===== config.mk =====
export PLATFORM = sky130hd
export DESIGN_NAME = psg_tone_bank
export DESIGN_NICKNAME = d
export VERILOG_FILES = /design/src/rtl/psg_tone_bank.sv
export SDC_FILE = /design/constraint.sdc
export NUM_CORES = 1
export LEC_CHECK = 0
export ABC_AREA = 1
export CORE_ASPECT_RATIO = 2
export CORE_MARGIN = 8
export CORE_UTILIZATION = 25
export CTS_CLUSTER_SIZE = 40
export DETAILED_ROUTE_END_ITERATION = 10
export GPL_ROUTABILITY_DRIVEN = 0
export PLACE_DENSITY = 0.47
export SLEW_MARGIN = 20
export SYNTH_ARGS = -nofsm -noshare
export SYNTH_HDL_FRONTEND = slang
export SYNTH_SLANG_ARGS = --single-unit

===== constraint.sdc =====
create_clock -name clock_i -period 2.6 [get_ports clock_i]
set_input_delay 0.26 -clock clock_i [delete_from_list [all_inputs] [get_ports clock_i]]
set_output_delay 0.26 -clock clock_i [all_outputs]
set_load 0.005 [all_outputs]

===== src/rtl/psg_tone_bank.sv =====
// SN76489-class sound generator: NUM_TONES square-wave channels plus one LFSR noise channel on channel index 3, driven by a byte-wide command bus.
// Define PSG_STEREO_EN to make the pan register writable; otherwise pan is fixed at 8'hFF.
module psg_tone_bank #(
  parameter int          NUM_TONES  = 3,
  parameter int          FREQ_W     = 10,
  parameter int          CLK_DIV    = 16,
  parameter int          NOISE_W    = 16,
  parameter logic [15:0] NOISE_TAP  = 16'h0009,
  parameter int          WRITE_WAIT = 32
) (
  input  logic                 clock_i,
  input  logic                 res_i,
  input  logic                 clock_en_i,
  input  logic                 ce_n_i,
  input  logic                 we_n_i,
  input  logic                 a_i,
  input  logic [7:0]           d_i,
  output logic                 ready_o,
  output logic [NUM_TONES-1:0] tone_o,
  output logic                 noise_o,
  output logic [5:0]           aout_o,
  output logic [5:0]           aout_l_o,
  output logic [5:0]           aout_r_o
);

  localparam int PRE_W  = (CLK_DIV > 1) ? $clog2(CLK_DIV) : 1;
  localparam int WAIT_W = (WRITE_WAIT > 1) ? $clog2(WRITE_WAIT + 1) : 1;
  localparam logic [NOISE_W-1:0] LFSR_SEED = {1'b1, {(NOISE_W-1){1'b0}}};

  logic [PRE_W-1:0]   pre_cnt;
  logic               tick;
  logic [WAIT_W-1:0]  wait_cnt;
  logic               wr_acc;
  logic               cmd_wr;
  logic               is_latch;
  logic [1:0]         lat_ch;
  logic               lat_type;
  logic [1:0]         tgt_ch;
  logic               tgt_att;
  logic               ctrl_wr;
  logic [3:0]         att [4];
  logic [2:0]         noise_ctrl;
  logic [6:0]         noise_cnt;
  logic [6:0]         noise_reload;
  logic               noise_tgl;
  logic               noise_step;
  logic               noise_fb;
  logic               src_tgl;
  logic [NOISE_W-1:0] lfsr;
  logic [7:0]         pan;
  logic [3:0]         ch_out;
  logic [5:0]         sum_m;
  logic [5:0]         sum_l;
  logic [5:0]         sum_r;

  // Bus handshake: a byte is taken on any rising edge where ready_o=1, ce_n_i=0 and
  // we_n_i=0; ready_o then stays low for WRITE_WAIT cycles and strobes meanwhile are ignored.
  assign wr_acc   = ready_o && !ce_n_i && !we_n_i;
  assign cmd_wr   = wr_acc && !a_i;
  assign is_latch = d_i[7];
  assign tgt_ch   = is_latch ? d_i[6:5] : lat_ch;
  assign tgt_att  = is_latch ? d_i[4]   : lat_type;
  assign ctrl_wr  = cmd_wr && !tgt_att && (tgt_ch == 2'd3);

  always_ff @(posedge clock_i) begin
    if (res_i) begin
      ready_o  <= 1'b1;
      wait_cnt <= '0;
    end else if (wr_acc && (WRITE_WAIT > 0)) begin
      ready_o  <= 1'b0;
      wait_cnt <= WAIT_W'(WRITE_WAIT - 1);
    end else if (!ready_o) begin
      if (wait_cnt == '0) ready_o <= 1'b1;
      else                wait_cnt <= wait_cnt - 1'b1;
    end
  end

  always_ff @(posedge clock_i) begin
    if (res_i) begin
      lat_ch   <= 2'd0;
      lat_type <= 1'b0;
    end else if (cmd_wr && is_latch) begin
      lat_ch   <= d_i[6:5];
      lat_type <= d_i[4];
    end
  end

  // Prescaler: one generator tick per CLK_DIV enabled clocks.
  assign tick = clock_en_i && (pre_cnt == PRE_W'(CLK_DIV - 1));

  always_ff @(posedge clock_i) begin
    if (res_i)           pre_cnt <= '0;
    else if (clock_en_i) pre_cnt <= tick ? '0 : pre_cnt + 1'b1;
  end

  // Attenuators; channels between NUM_TONES and 2 are never written.
  always_ff @(posedge clock_i) begin
    if (res_i) begin
      for (int c = 0; c < 4; c++) att[c] <= 4'hF;
    end else if (cmd_wr && tgt_att) begin
      for (int c = 0; c < 4; c++) begin
        if (((c < NUM_TONES) || (c == 3)) && (tgt_ch == 2'(c))) att[c] <= d_i[3:0];
      end
    end
  end

  for (genvar i = 0; i < NUM_TONES; i++) begin : g_tone
    logic [FREQ_W-1:0] freq;
    logic [FREQ_W-1:0] cnt;
    logic              out;
    logic              hit;
    logic              wr_lo;
    logic              wr_hi;

    assign hit   = cmd_wr && !tgt_att && (tgt_ch == 2'(i));
    assign wr_lo = hit && is_latch;
    assign wr_hi = hit && !is_latch;

    // The counter is never reset by a write; a new freq lands at the next reload.
    always_ff @(posedge clock_i) begin
      if (res_i) begin
        freq <= '0;
        cnt  <= '0;
        out  <= 1'b1;
      end else begin
        if (tick) begin
          if (freq == '0) begin
            cnt <= '0;
            out <= 1'b1;
          end else if (cnt <= FREQ_W'(1)) begin
            cnt <= freq;
            out <= ~out;
          end else begin
            cnt <= cnt - 1'b1;
          end
        end
        if (wr_lo) freq[3:0]        <= d_i[3:0];
        if (wr_hi) freq[FREQ_W-1:4] <= d_i[FREQ_W-5:0];
      end
    end

    assign tone_o[i] = out;

    if (i == NUM_TONES - 1) begin : g_src
      assign src_tgl = tick && (freq != '0) && (cnt <= FREQ_W'(1));
    end
  end

  always_comb begin
    noise_reload = 7'd64;
    case (noise_ctrl[1:0])
      2'b00:   noise_reload = 7'd16;
      2'b01:   noise_reload = 7'd32;
      default: noise_reload = 7'd64;
    endcase
  end

  assign noise_step = (noise_ctrl[1:0] == 2'b11) ? src_tgl
                                                 : (tick && (noise_cnt <= 7'd1));
  assign noise_fb   = noise_ctrl[2] ? ^(lfsr & NOISE_TAP[NOISE_W-1:0]) : lfsr[0];

  // The LFSR advances on each 0->1 edge of the internal noise square; a ctrl write reseeds it.
  always_ff @(posedge clock_i) begin
    if (res_i) begin
      noise_ctrl <= 3'd0;
      noise_cnt  <= '0;
      noise_tgl  <= 1'b1;
      lfsr       <= LFSR_SEED;
    end else begin
      if (tick && (noise_ctrl[1:0] != 2'b11)) begin
        noise_cnt <= (noise_cnt <= 7'd1) ? noise_reload : noise_cnt - 1'b1;
      end
      if (noise_step) begin
        noise_tgl <= ~noise_tgl;
        if (!noise_tgl) lfsr <= {noise_fb, lfsr[NOISE_W-1:1]};
      end
      if (ctrl_wr) begin
        noise_ctrl <= d_i[2:0];
        lfsr       <= LFSR_SEED;
      end
    end
  end

  assign noise_o = lfsr[0];

`ifdef PSG_STEREO_EN
  always_ff @(posedge clock_i) begin
    if (res_i)               pan <= 8'hFF;
    else if (wr_acc && a_i)  pan <= d_i;
  end
`else
  assign pan = 8'hFF;
`endif

  function automatic logic [5:0] level(input logic on, input logic [3:0] a);
    return on ? {2'b00, 4'hF - a} : 6'd0;
  endfunction

  always_comb begin
    ch_out                  = 4'd0;
    ch_out[NUM_TONES-1:0]   = tone_o;
    ch_out[3]               = noise_o;
  end

  always_comb begin
    sum_m = 6'd0;
    sum_l = 6'd0;
    sum_r = 6'd0;
    for (int c = 0; c < 4; c++) begin
      sum_m = sum_m + level(ch_out[c], att[c]);
      if (pan[c])     sum_r = sum_r + level(ch_out[c], att[c]);
      if (pan[c + 4]) sum_l = sum_l + level(ch_out[c], att[c]);
    end
  end

  always_ff @(posedge clock_i) begin
    if (res_i) begin
      aout_o   <= 6'd0;
      aout_l_o <= 6'd0;
      aout_r_o <= 6'd0;
    end else begin
      aout_o   <= sum_m;
      aout_l_o <= sum_l;
      aout_r_o <= sum_r;
    end
  end

endmodule


# [Yosys cells after proc, flatten, opt, wreduce, memory -nomap -nowiden]
# Memories as Yosys holds them, arrays and structs flattened.
# Cells that the tools add are included.
[op_classes] add_sub_neg=13 magnitude_cmp=4 eq_ne=9 muxes=51 n_bitwise=10 n_reduce_logical=45
[ops] op="$mux 10" n=6
[ops] op="$mux 4" n=9
[ops] op="$le 10x1->1 const B" n=3
[ops] op="$logic_not 10->1" n=3
[ops] op="$mux 1" n=30
[ops] op="$sub 10x1->10 const B" n=3
[ops] op="$logic_and 1x1->1" n=21
[ops] op="$reduce_xor 16->1" n=1
[ops] op="$sub 4x4->4 const A" n=4
[ops] op="$mux 5" n=3
[ops] op="$pmux 7 s2" n=1
[ops] op="$reduce_and 2->1" n=6
[ops] op="$reduce_bool 10->1" n=1
[ops] op="$le 7x1->1 const B" n=1
[ops] op="$mux 7" n=1
[ops] op="$sub 7x1->7 const B" n=1
[ops] op="$add 5x4->6" n=1
[ops] op="$add 6x4->6" n=1
[ops] op="$eq 2x2->1 const B" n=3
[ops] op="$logic_not 6->1" n=1
[ops] op="$not 1->1" n=6
[ops] op="$reduce_bool 2->1" n=3
[ops] op="$sub 6x1->6 const B" n=1
[ops] op="$add 4x4->5" n=1
[ops] op="other kinds (10)" n=21
[totals] regBits=110 ramBits=16 input_bits=14 word_cells=156 memories=1
[memory_table] name="att" words=4 word_bits=4 read_ports=4 rd_ports_with_merged_regs=0 wr=4 line="41" rtl="logic [3:0] att [4];"

# [Logic depth before layout (Yosys ltp)]
[logic_depth] ltp_word=9 mapped_depth=13 depth_no_buf=12

# [Worst setup path after synthesis]
# Ideal clock, no wire load.
[synth_path] path_type="flip-flop to flip-flop" start="register g_tone[0].out" end="register aout_r_o[3]" setup_time_ns=0.119 t_arrival_ns=2.381 slack_ns=0.099 stages_incl_launch_ff=10 path_buffers=0 period_less_slack_ns=2.501 path_cell_list="dfxtp_1 > inv_1 > or2_2 > fa_1 > inv_1 > fa_1 > ha_1 > fa_1 > o21ai_0 > a21oi_1"
[synth_between] elab_chain_cells=4
[synth_rtl] element="start, declared" line="110" rtl="logic out;"
[synth_rtl] element="start signal, assigned" line="132" rtl="out <= ~out;"
[synth_rtl] element="$mux 4" line="196" rtl="return on ? {2'b00, 4'hF - a} : 6'd0;"
[synth_rtl] element="$add 4x4->5" line="211" rtl="if (pan[c]) sum_r = sum_r + level(ch_out[c], att[c]);"
[synth_rtl] element="$add 5x4->6" line="211"
[synth_rtl] element="$add 6x4->6" line="211"
[synth_rtl] element="end signal, assigned" line="224" rtl="aout_r_o <= sum_r;"
[synth_rtl] element="end, declared" line="23" rtl="output logic [5:0] aout_r_o"
# Every way passes these cells.
# A chain may end at the register's enable or synchronous reset.

# [Final worst setup path]
[layout_path] start="register g_tone[0].out" end="register aout_r_o[2]"
[layout_between] elab_chain_cells=4
[layout_rtl] element="$mux 4"
[layout_rtl] element="$add 4x4->5"
[layout_rtl] element="$add 5x4->6"
[layout_rtl] element="$add 6x4->6"
[layout_rtl] element="named net sum_l[2]" line="53" rtl="logic [5:0] sum_l;"
# The timed path passes the listed nets, and every way through them passes these cells.

==> results.yml <==
pwr:
  p_per_area_nw_per_um2: 602.1
  vdd_drop_max_v: 0.0004183
  p_total_mw: 4.643
  p_leak_nw: 3.088
drt:
  drt_iter0_drc: 239
  vias: 5384
  via_per_inst: 4.360
  wirelength_um: 15110
  drt_pass1_iterations: 4
  route.detailed.drc: 0
  routedWlPerCell_um: 12.23
  ant_nets: 0
layout:
  nets: 919
  fin_area_um2: 7711
  fill_cells: 2705
  final_util: 0.3031
  final_cell_mix: "nand2_1, inv_1, dfxtp_1, o21ai_0, nor2_1"
  num_antenna_cells: 0
  fin_cells: 1235
  area_growth_pct: 20.65
  drive_gt1_frac: 0.09050
  final_common_cell: "nand2_1"
critical_path:
  cp-end-kind: "flip-flop"
  crit-reg2reg-launch: "g_tone[0].out"
  critical_path_arrival_ns: 2.85
  path_class: "reg2reg"
  crit_path_start_kind: "flip-flop"
  worstSetupStartpoint: "g_tone[0].out"
  crit_fanout: 5
  crit_required_ns: 2.95
floorplan:
  fp.dieArea_um2: 31250
  fp.coreArea_um2: 25440
  initial_core_util: 0.2512
  boundaryPins: 37
  fp.dieH_um: 242.1
  dieWidth_um: 129.1
  num_rows: 83
sta:
  min_period_ns: 2.497
  fmax_ghz: 0.4006
  tightest_slew_ns: 0.6890
  maxSlewViolCount: 0
  relSlewSlack: 0.5390
  hold_violations: 0
  hold_slack_ns: 0.4500
  fin_worst_skew_ns: 0.008308
  final-setup-viol-count: 0
  finalCritPeriodShare: 0.9602
hold_path:
  hold_class: "reg2reg"
  min_from: "lat_ch[0]"
yosys:
  ys_seq_elements: 126
  syn_avg_cell_area_um2: 7.537
  syn_area_um2: 6391
  yosysSeqAreaShare: 0.4197
  netlist_instances: 848
  synth_edf_count: 16
  ys_types: 39
  synth_nets: 885
  ys_warn_count: 0
  synth-main-ff-cell: "dfxtp_1"
  async_flop_share: 0
grt:
  grt_pass1_vias: 5212
  overflow: 0
  grt_max_degree: 52
  track_usage: 0.09917
  grt_antenna_before_repair: 0
  grt_pass1_wl_um: 24970
outcome:
  status: "complete, no violations"
clock_tree:
  ctsLongestPathBuffers: 2
  root_buffer: "clkbuf_16"
  cts_sinks: 126
  cts-buffers-inserted: 17
  clkLatencyLatePin_ns: 0.41
  clkTransAtPathRegs_ns: 0.06
  htree_num_levels: 4
  tritoncts: "yes"
place:
  place_area_um2: 7054
  dp_cells: 1202
  numPortBuffers: 36
  hpwl_um: 10910
run:
  cap_violations: 0
==> metrics by stage <==
step / TNS [ns] / setup WS [ns]
2_1_floorplan: 0 / 0.09944
3_3_place_gp: -0.01045 / -0.01045
3_5_place_dp: -0.01886 / -0.01886
4_1_cts: -0.0007345 / -0.0007345
5_1_grt: -0.009096 / -0.009096
6_report: 0 / 0.1034
==> per-layer routing <==
metal | part of all wire | up-vias | GRT usage
met2 | 0.47 | 60 | 0.1593
li1 | - | 2824 | -
met4 | 0.011 | 0 | 0.03200
met5 | 0 | - | 0
met3 | 0.032 | 13 | 0.02668
met1 | 0.49 | 2487 | 0.1248
==> power breakdown <==
group / switching (mW) / internal [mW] / total (mW) / leakage [nW]
sequential: 0.0140 / 1.99 / 2.01 / 0.997
combinational: 0.150 / 0.0807 / 0.231 / 1.80
clock: 0.867 / 1.54 / 2.41 / 0.295
==> path summary, 6_finish.rpt <==
path | slack [ns] | cells past startpoint | endpoint
worst min-delay path | 0.45 | 2 | lat_ch[0]
worst max register to register | 0.10 | 9 | aout_r_o[2]
worst max-delay path | 0.10 | 9 | aout_r_o[2]
worst min register to register | 0.45 | 2 | lat_ch[0]
==> worst max-delay path, stage by stage (launching register included) <==
cell	delay [ns]
dfxtp_2	0.33
inv_2	0.05
or2_2	0.28
fa_1	0.42
inv_1	0.09
fa_1	0.42
ha_2	0.22
fa_2	0.52
inv_1	0.04
nor2_1	0.06
==> timing repair <==
item | 4_1_cts | 5_1_grt
buffers inserted | 0 | 1
gates resized for setup | 1 | 12
pin swaps | 0 | 4
hold buffers | 0 | 0
endpoints found under the setup margin | 1 | 4
==> kinds of logic (layout without fill, tap and decap cells) <==
logic type                 count (synthesis)  after routing  synth area share
AOI/OAI and AO/OA                        191            191            0.1597
buffers and inverters                    168            215            0.1143
adders and majority gates                 23             23           0.05442
DFF                                      126            126            0.4197
xor gates and xnor gates                  10             10           0.01370
and+or+nand+nor                          330            330            0.2381
==> flip-flops by register name, summed over array words and instances, names as in the netlist <==
signal and flops:
g_tone.cnt 30, g_tone.freq 30, att 16, lfsr 16
noise_cnt 7, aout_r_o 6, wait_cnt 6, pre_cnt 4
g_tone.out 3, noise_ctrl 3, lat_ch 2, lat_type 1
noise_tgl 1, ready_o 1
==> cell usage after synthesis (all sizes together), types with 10 or more instances <==
| cell | count | area share |
|---|---|---|
| a21oi | 69 | 0.054 |
| buf | 30 | 0.033 |
| dfxtp | 110 | 0.34 |
| edfxtp | 16 | 0.075 |
| ha | 15 | 0.029 |
| inv | 130 | 0.076 |
| nand2 | 144 | 0.087 |
| nand3 | 51 | 0.042 |
| nand4 | 15 | 0.017 |
| nor2 | 89 | 0.061 |
| nor3 | 13 | 0.012 |
| o211ai | 19 | 0.022 |
| o21ai | 94 | 0.074 |
| xor2 | 10 | 0.014 |
==> area by class of cell <==
type | instances | area, um^2 | share of cell area
Tap cell | 340 | 425.4 | 0.05517
Inverter | 130 | 488.0 | 0.06328
Sequential cell | 126 | 2685 | 0.3482
Clock inverter | 7 | 70.07 | 0.009086
Clock buffer | 25 | 539.3 | 0.06993
Multi-Input combinational cell | 554 | 3015 | 0.3910
Timing Repair Buffer | 53 | 488.0 | 0.06328
Note: power is estimated with default switching activity, not from simulation.
